### src/rtl/movimm_split_if.sv
// Load-request and piece-output handshake bundle for movimm_split.
// Supplies default `WORDSIZE / `MOVOPSIZE / `MOVSHIFTxx when bus.vh / movop.vh are absent.
`ifndef WORDSIZE
`define WORDSIZE 64
`endif
`ifndef MOVOPSIZE
`define MOVOPSIZE 3
`endif
`ifndef MOVSHIFT00
`define MOVSHIFT00 2'd0
`define MOVSHIFT16 2'd1
`define MOVSHIFT32 2'd2
`define MOVSHIFT48 2'd3
`endif

interface movimm_split_if #(
    parameter int unsigned RDW = 5
);
    logic                  ld_valid;
    logic                  ld_ready;
    logic [`WORDSIZE-1:0]  ld_value;
    logic [RDW-1:0]        ld_rd;

    logic                  out_valid;
    logic                  out_ready;
    logic [15:0]           out_imm16;
    logic [`MOVOPSIZE-1:0] out_movop;
    logic [`WORDSIZE-1:0]  out_extended;
    logic [RDW-1:0]        out_rd;
    logic                  out_last;

    // Sequencer side: consumes load requests, produces pieces.
    modport slave (
        input  ld_valid, ld_value, ld_rd, out_ready,
        output ld_ready, out_valid, out_imm16, out_movop, out_extended, out_rd, out_last
    );

    // Requester / consumer side.
    modport master (
        output ld_valid, ld_value, ld_rd, out_ready,
        input  ld_ready, out_valid, out_imm16, out_movop, out_extended, out_rd, out_last
    );
endinterface

### src/rtl/movimm_split.sv
// Splits a 64-bit constant into a MOVZ/MOVK piece sequence (ascending halfwords, zeros skipped).
// `define MOVSPLIT_FIXED_EN to always emit four pieces (shift 0,16,32,48) with no zero-skipping.
`ifndef WORDSIZE
`define WORDSIZE 64
`endif
`ifndef MOVOPSIZE
`define MOVOPSIZE 3
`endif

module movimm_split #(
    parameter int unsigned RDW = 5
) (
    input logic           clk,
    input logic           rst_n,
    movimm_split_if.slave bus
);

    typedef enum logic [0:0] {
        ST_IDLE,
        ST_EMIT
    } state_e;

    state_e                state_q;
    logic                  ld_ready_q;
    logic [`WORDSIZE-1:0]  value_q;
    logic [3:0]            rem_q;
    logic                  out_valid_q;
    logic [15:0]           out_imm16_q;
    logic [`MOVOPSIZE-1:0] out_movop_q;
    logic [`WORDSIZE-1:0]  out_extended_q;
    logic [RDW-1:0]        out_rd_q;
    logic                  out_last_q;

    logic [3:0]  nz_mask;
    logic [1:0]  acc_idx_d;
    logic [3:0]  acc_rem_d;
    logic [15:0] acc_imm_d;
    logic [1:0]  nxt_idx_d;
    logic [3:0]  nxt_rem_d;
    logic [15:0] nxt_imm_d;

    function automatic logic [1:0] lowest_set(input logic [3:0] m);
        logic [1:0] idx;
        idx = 2'd0;
        for (int unsigned i = 4; i > 0; i--) begin
            if (m[i-1]) idx = 2'(i - 1);
        end
        return idx;
    endfunction

    function automatic logic [15:0] halfword(input logic [`WORDSIZE-1:0] v, input logic [1:0] idx);
        logic [15:0] h;
        case (idx)
            2'd0:    h = v[15:0];
            2'd1:    h = v[31:16];
            2'd2:    h = v[47:32];
            default: h = v[63:48];
        endcase
        return h;
    endfunction

    function automatic logic [`WORDSIZE-1:0] extend(input logic [15:0] imm, input logic [1:0] idx);
        logic [`WORDSIZE-1:0] e;
        e = '0;
        e[15:0] = imm;
        return e << {idx, 4'b0000};
    endfunction

    // A zero mask still yields one piece: lowest_set(0) = 0 with nothing remaining.
    always_comb begin
`ifdef MOVSPLIT_FIXED_EN
        nz_mask = 4'b1111;
`else
        nz_mask = {|bus.ld_value[63:48], |bus.ld_value[47:32],
                   |bus.ld_value[31:16], |bus.ld_value[15:0]};
`endif
        acc_idx_d = lowest_set(nz_mask);
        acc_rem_d = nz_mask & ~(4'b0001 << acc_idx_d);
        acc_imm_d = halfword(bus.ld_value, acc_idx_d);

        nxt_idx_d = lowest_set(rem_q);
        nxt_rem_d = rem_q & ~(4'b0001 << nxt_idx_d);
        nxt_imm_d = halfword(value_q, nxt_idx_d);
    end

    always_ff @(posedge clk or negedge rst_n) begin
        if (!rst_n) begin
            state_q        <= ST_IDLE;
            ld_ready_q     <= 1'b0;
            value_q        <= '0;
            rem_q          <= '0;
            out_valid_q    <= 1'b0;
            out_imm16_q    <= '0;
            out_movop_q    <= '0;
            out_extended_q <= '0;
            out_rd_q       <= '0;
            out_last_q     <= 1'b0;
        end else begin
            case (state_q)
                ST_IDLE: begin
                    if (bus.ld_valid && ld_ready_q) begin
                        value_q        <= bus.ld_value;
                        rem_q          <= acc_rem_d;
                        out_valid_q    <= 1'b1;
                        out_imm16_q    <= acc_imm_d;
                        out_movop_q    <= {1'b0, acc_idx_d};
                        out_extended_q <= extend(acc_imm_d, acc_idx_d);
                        out_rd_q       <= bus.ld_rd;
                        out_last_q     <= (acc_rem_d == 4'b0000);
                        ld_ready_q     <= 1'b0;
                        state_q        <= ST_EMIT;
                    end else begin
                        ld_ready_q <= 1'b1;
                    end
                end
                ST_EMIT: begin
                    if (bus.out_ready) begin
                        if (out_last_q) begin
                            out_valid_q <= 1'b0;
                            ld_ready_q  <= 1'b1;
                            state_q     <= ST_IDLE;
                        end else begin
                            rem_q          <= nxt_rem_d;
                            out_imm16_q    <= nxt_imm_d;
                            out_movop_q    <= {1'b1, nxt_idx_d};
                            out_extended_q <= extend(nxt_imm_d, nxt_idx_d);
                            out_last_q     <= (nxt_rem_d == 4'b0000);
                        end
                    end
                end
                default: state_q <= ST_IDLE;
            endcase
        end
    end

    assign bus.ld_ready     = ld_ready_q;
    assign bus.out_valid    = out_valid_q;
    assign bus.out_imm16    = out_imm16_q;
    assign bus.out_movop    = out_movop_q;
    assign bus.out_extended = out_extended_q;
    assign bus.out_rd       = out_rd_q;
    assign bus.out_last     = out_last_q;

endmodule

### src/flat_wrapper.sv
// flat-port wrapper written by rule: the top's interface ports become plain ports
module movimm_split_flat 
#(
    parameter int unsigned RDW = 5
)
  (clk, rst_n, bus_ld_valid, bus_ld_value, bus_ld_rd, bus_out_ready, bus_ld_ready, bus_out_valid, bus_out_imm16, bus_out_movop, bus_out_extended, bus_out_rd, bus_out_last);
  movimm_split_if #(.RDW(RDW)) bus_i ();
  input logic clk;
  input logic rst_n;
  input wire logic [$bits(bus_i.ld_valid)-1:0] bus_ld_valid;
  input wire logic [$bits(bus_i.ld_value)-1:0] bus_ld_value;
  input wire logic [$bits(bus_i.ld_rd)-1:0] bus_ld_rd;
  input wire logic [$bits(bus_i.out_ready)-1:0] bus_out_ready;
  output wire logic [$bits(bus_i.ld_ready)-1:0] bus_ld_ready;
  output wire logic [$bits(bus_i.out_valid)-1:0] bus_out_valid;
  output wire logic [$bits(bus_i.out_imm16)-1:0] bus_out_imm16;
  output wire logic [$bits(bus_i.out_movop)-1:0] bus_out_movop;
  output wire logic [$bits(bus_i.out_extended)-1:0] bus_out_extended;
  output wire logic [$bits(bus_i.out_rd)-1:0] bus_out_rd;
  output wire logic [$bits(bus_i.out_last)-1:0] bus_out_last;
  assign bus_i.ld_valid = bus_ld_valid;
  assign bus_i.ld_value = bus_ld_value;
  assign bus_i.ld_rd = bus_ld_rd;
  assign bus_i.out_ready = bus_out_ready;
  assign bus_ld_ready = bus_i.ld_ready;
  assign bus_out_valid = bus_i.out_valid;
  assign bus_out_imm16 = bus_i.out_imm16;
  assign bus_out_movop = bus_i.out_movop;
  assign bus_out_extended = bus_i.out_extended;
  assign bus_out_rd = bus_i.out_rd;
  assign bus_out_last = bus_i.out_last;
  movimm_split #(.RDW(RDW)) u_core (.clk(clk), .rst_n(rst_n), .bus(bus_i));
endmodule
### config.mk
export PLATFORM = sky130hd
export DESIGN_NAME = movimm_split_flat
export DESIGN_NICKNAME = d
export VERILOG_FILES = /design/src/rtl/movimm_split_if.sv /design/src/rtl/movimm_split.sv /design/src/flat_wrapper.sv
export SDC_FILE = /design/constraint.sdc
export NUM_CORES = 1
export LEC_CHECK = 0
export ABC_AREA = 1
export CORE_MARGIN = 5
export CORE_UTILIZATION = 42
export CTS_CLUSTER_SIZE = 12
export DETAILED_ROUTE_END_ITERATION = 6
export PLACE_DENSITY = 0.67
export SLEW_MARGIN = 20
export SYNTH_ARGS = -nofsm -noshare
export SYNTH_HDL_FRONTEND = slang
export SYNTH_SLANG_ARGS = --single-unit
### constraint.sdc
create_clock -name clk -period 2.2 [get_ports clk]
set_clock_uncertainty 0.2 [all_clocks]
set_input_delay 0.44 -clock clk [delete_from_list [all_inputs] [get_ports clk]]
set_output_delay 0.44 -clock clk [all_outputs]
set_load 0.005 [all_outputs]
==> flow_metrics.py <==
metrics = {
    "drt": {
        "dr.pass1.iters": 5,
        "drt-total-wl_um": 30600,
        "wl_per_cell_um": 18.2,
        "dr_total_vias": 8810,
        "viasPerCell": 5.23,
        "drtAntennaViolNets": 0,
        "drc": 0,
        "drtIter0Drc": 808,
    },
    "critical_path": {
        "worstSetupPathType": "in -> reg",
        "cp_cell_sequence": "clkdlybuf4s50_1, nor2_1, nand3_1, nor2_4, nand2_4, nor2_4, buf_8, nand3_1, nand4_1, nand2_1, a21oi_2",
        "required_ps": 2360,
        "slowest_stage": "clkdlybuf4s50_1",
        "cp.arrival_ps": 2330,
        "start_kind": "primary input",
        "crit_fanout": 7,
        "crit_buf_inv": 2,
        "cp-end-kind": "flip-flop",
        "slowest_delay_ps": 430,
        "cpLargestDelayFamily": "simple AND/OR/NAND/NOR gates",
    },
    "hold_path": {
        "hold_path.class": "in -> reg",
    },
    "sta": {
        "slew_headroom": 0.671,
        "fin_setup_tns_ps": 0,
        "fin_crit_sh": 0.984,
        "finalCriticalPeriod_ps": 2160,
        "drv_slew": 0,
        "hold_viol_final": 0,
        "fmax_ghz": 0.462,
        "finalSetupViolCount": 0,
        "tightest_slew_ps": 493,
    },
    "logic_synthesis": {
        "synthSimpleGateAreaFrac": 0.342,
        "syn_avg_cell_area_um2": 7.41,
        "synth_common_cells": "424 x nand2_1, 160 x dfrtp_1, 114 x nor2_1",
        "syn-instance-count": 1126,
        "synth-edff-count": 0,
        "synth_area_mm2": 0.00834,
        "synth_fa_ha_area_frac": 0,
        "synth_top_family_by_area": "simple AND/OR/NAND/NOR gates",
        "yosysWarnings": 0,
        "synthDistinctLibCells": 31,
        "synthTopCellsByArea": "dfrtp_1 48%, nand2_1 19%, o21ai_0 5.2%",
        "muxShareOfSynthArea": 0,
        "yosysSeqAreaShare": 0.480,
        "synth_top_cell_by_area": "dfrtp_1",
        "synth.top_cell.area_share": 0.480,
        "yosysMostFrequentCell": "nand2_1",
        "synth_xor_area_frac": 0,
        "async_flop_share": 1.00,
        "synthesis.nets": 1199,
        "ys_seq_elements": 160,
        "synthFlopType": "dfrtp_1",
        "synth_compound_area_frac": 0.100,
    },
    "layout": {
        "diodes": 0,
        "nets": 1478,
        "drive_gt1_frac": 0.185,
        "syn_to_final_growth_pct": 45.3,
        "final_core_util": 0.620,
    },
    "run": {
        "drv_cap": 0,
    },
    "pwr": {
        "power_mw": 15.3,
        "power.density_mw_per_mm2": 1260,
        "p_leak_nw": 6.07,
        "peakVddDrop_mv": 1.17,
    },
    "cts": {
        "cts-root-buf": "clkbuf_16",
        "htreeDepth": 4,
        "numCtsBuffers": 17,
        "cts_tree": "built",
        "clockBufferDepth": 2,
        "clk_latency_ps": 430,
        "path_clk_slew_ps": 60,
        "cts_num_sinks": 160,
    },
    "grt": {
        "overflow": 0,
        "grtUsageTotal": 0.270,
        "antenna_found_initial": 0,
        "grt_pass1_wl_um": 47100,
        "grt_pass1_vias": 8727,
        "grt_max_degree": 123,
    },
    "floorplanning": {
        "start_util": 0.427,
        "core_area_mm2": 0.0195,
        "row_count": 51,
        "die_x_um": 151,
        "dieArea_mm2": 0.0228,
        "dieHeight_um": 151,
        "io_pins": 164,
    },
    "place": {
        "routabilityCongestion": 0.976,
        "port_buffers": 163,
        "hpwlAfterDp_um": 22300,
    },
    "run_status": {
        "outcome": "complete, no violations",
    },
}
[where the power goes]
| group | total (mW) | internal, mW | leakage [nW] | switching, mW |
|---|---|---|---|---|
| clock | 3.10 | 1.82 | 0.302 | 1.28 |
| combinational | 7.15 | 3.27 | 3.74 | 3.88 |
| sequential | 5.07 | 4.27 | 2.02 | 0.794 |
[final cells by class]
| type | count | area, um^2 |
|---|---|---|
| fillers | 1807 | 7410 |
| flip-flops and latches | 160 | 4000 |
| multi-input cells | 827 | 3810 |
| repair buffers | 314 | 3030 |
| clock buffers | 19 | 443 |
| inverters | 84 | 334 |
| well taps | 265 | 332 |
| clock inverters | 13 | 159 |
| repair inverters | 1 | 7.51 |
[kinds of logic (layout without fill, tap and decap cells)]
| logic type | after synthesis | after routing |
|---|---|---|
| AND/OR/NAND/NOR | 668 | 669 |
| flip-flops | 160 | 160 |
| AO/OA/AOI/OAI | 158 | 158 |
| buffers and inverters | 140 | 431 |
[worst register-to-register path, delay by kind of cell, from the launching register on]
kind | cells | cell delay, ps
flip-flops | 1 | 390
AND/OR/NAND/NOR | 4 | 520
buffers and inverters | 5 | 700
AO/OA/AOI/OAI | 1 | 160
[what timing repair did]
item | CTS | global route
buffers inserted | 1 | 10
endpoints found under the hold margin | 43 | 0
gates resized for setup | 8 | 54
gates cloned | 0 | 3
hold buffers | 1 | 0
setup endpoints to repair | 4 | 55
pin swaps | 5 | 28
[final timing paths]
kind / startpoint / to / slack, ps / depth (start not counted)
max in group asynchronous: rst_n / u_core.bus.out_extended[0] / 870 / 3
worst min register to register: u_core.bus.out_extended[43] / u_core.bus.out_extended[43] / 280 / 2
worst max register to register: u_core.state_q / u_core.bus.out_extended[13] / 130 / 10
worst min-delay path: bus_ld_value[11] / u_core.bus.out_extended[11] / 130 / 3
worst max-delay path: bus_ld_value[20] / u_core.bus.out_imm16[1] / 40 / 11
min in group asynchronous: rst_n / u_core.bus.out_extended[41] / 330 / 2
[state kept, by name, summed over array words and instances (netlist names)]
signal,cells
u_core.state_q,1
u_core.bus.out_rd,5
u_core.bus.out_last,1
u_core.bus.ld_ready,1
u_core.bus.out_valid,1
u_core.rem_q,4
u_core.value_q,64
u_core.bus.out_extended,64
u_core.bus.out_imm16,16
u_core.bus.out_movop,3
[cells in the final DEF, fill, tap and decap left out, drive strengths merged, types with 8 or more instances in the layout]
cell type        n
nor3            21
nand3           70
nand2          430
o21ai          101
a21oi           30
inv             85
buf            150
clkbuf          20
dlymetal6s2s    18
a31oi           26
clkinv           8
nor2           131
nand4           16
clkdlybuf4s50  143
dfrtp          160
[per-layer routing]
layer,GRT usage,part of all wire,wire length [um]
met3,0.0452,0.075,2290
met2,0.452,0.49,15000
met4,0.121,0.041,1250
met5,0,0,0
met1,0.344,0.39,12100
[metrics by stage]
stage	worst slack, ps	std cells	area [um^2]	hold slack, ps
detailed placement	-530	1636	11200	222
floorplan	394	1126	8340	-55.6
CTS	14.7	1670	11800	283
global placement	-533	1636	11200	219
global route	-44.7	1683	12100	138
finish	35.7	1683	12100	126
Note: power is estimated with default switching activity, not from simulation.
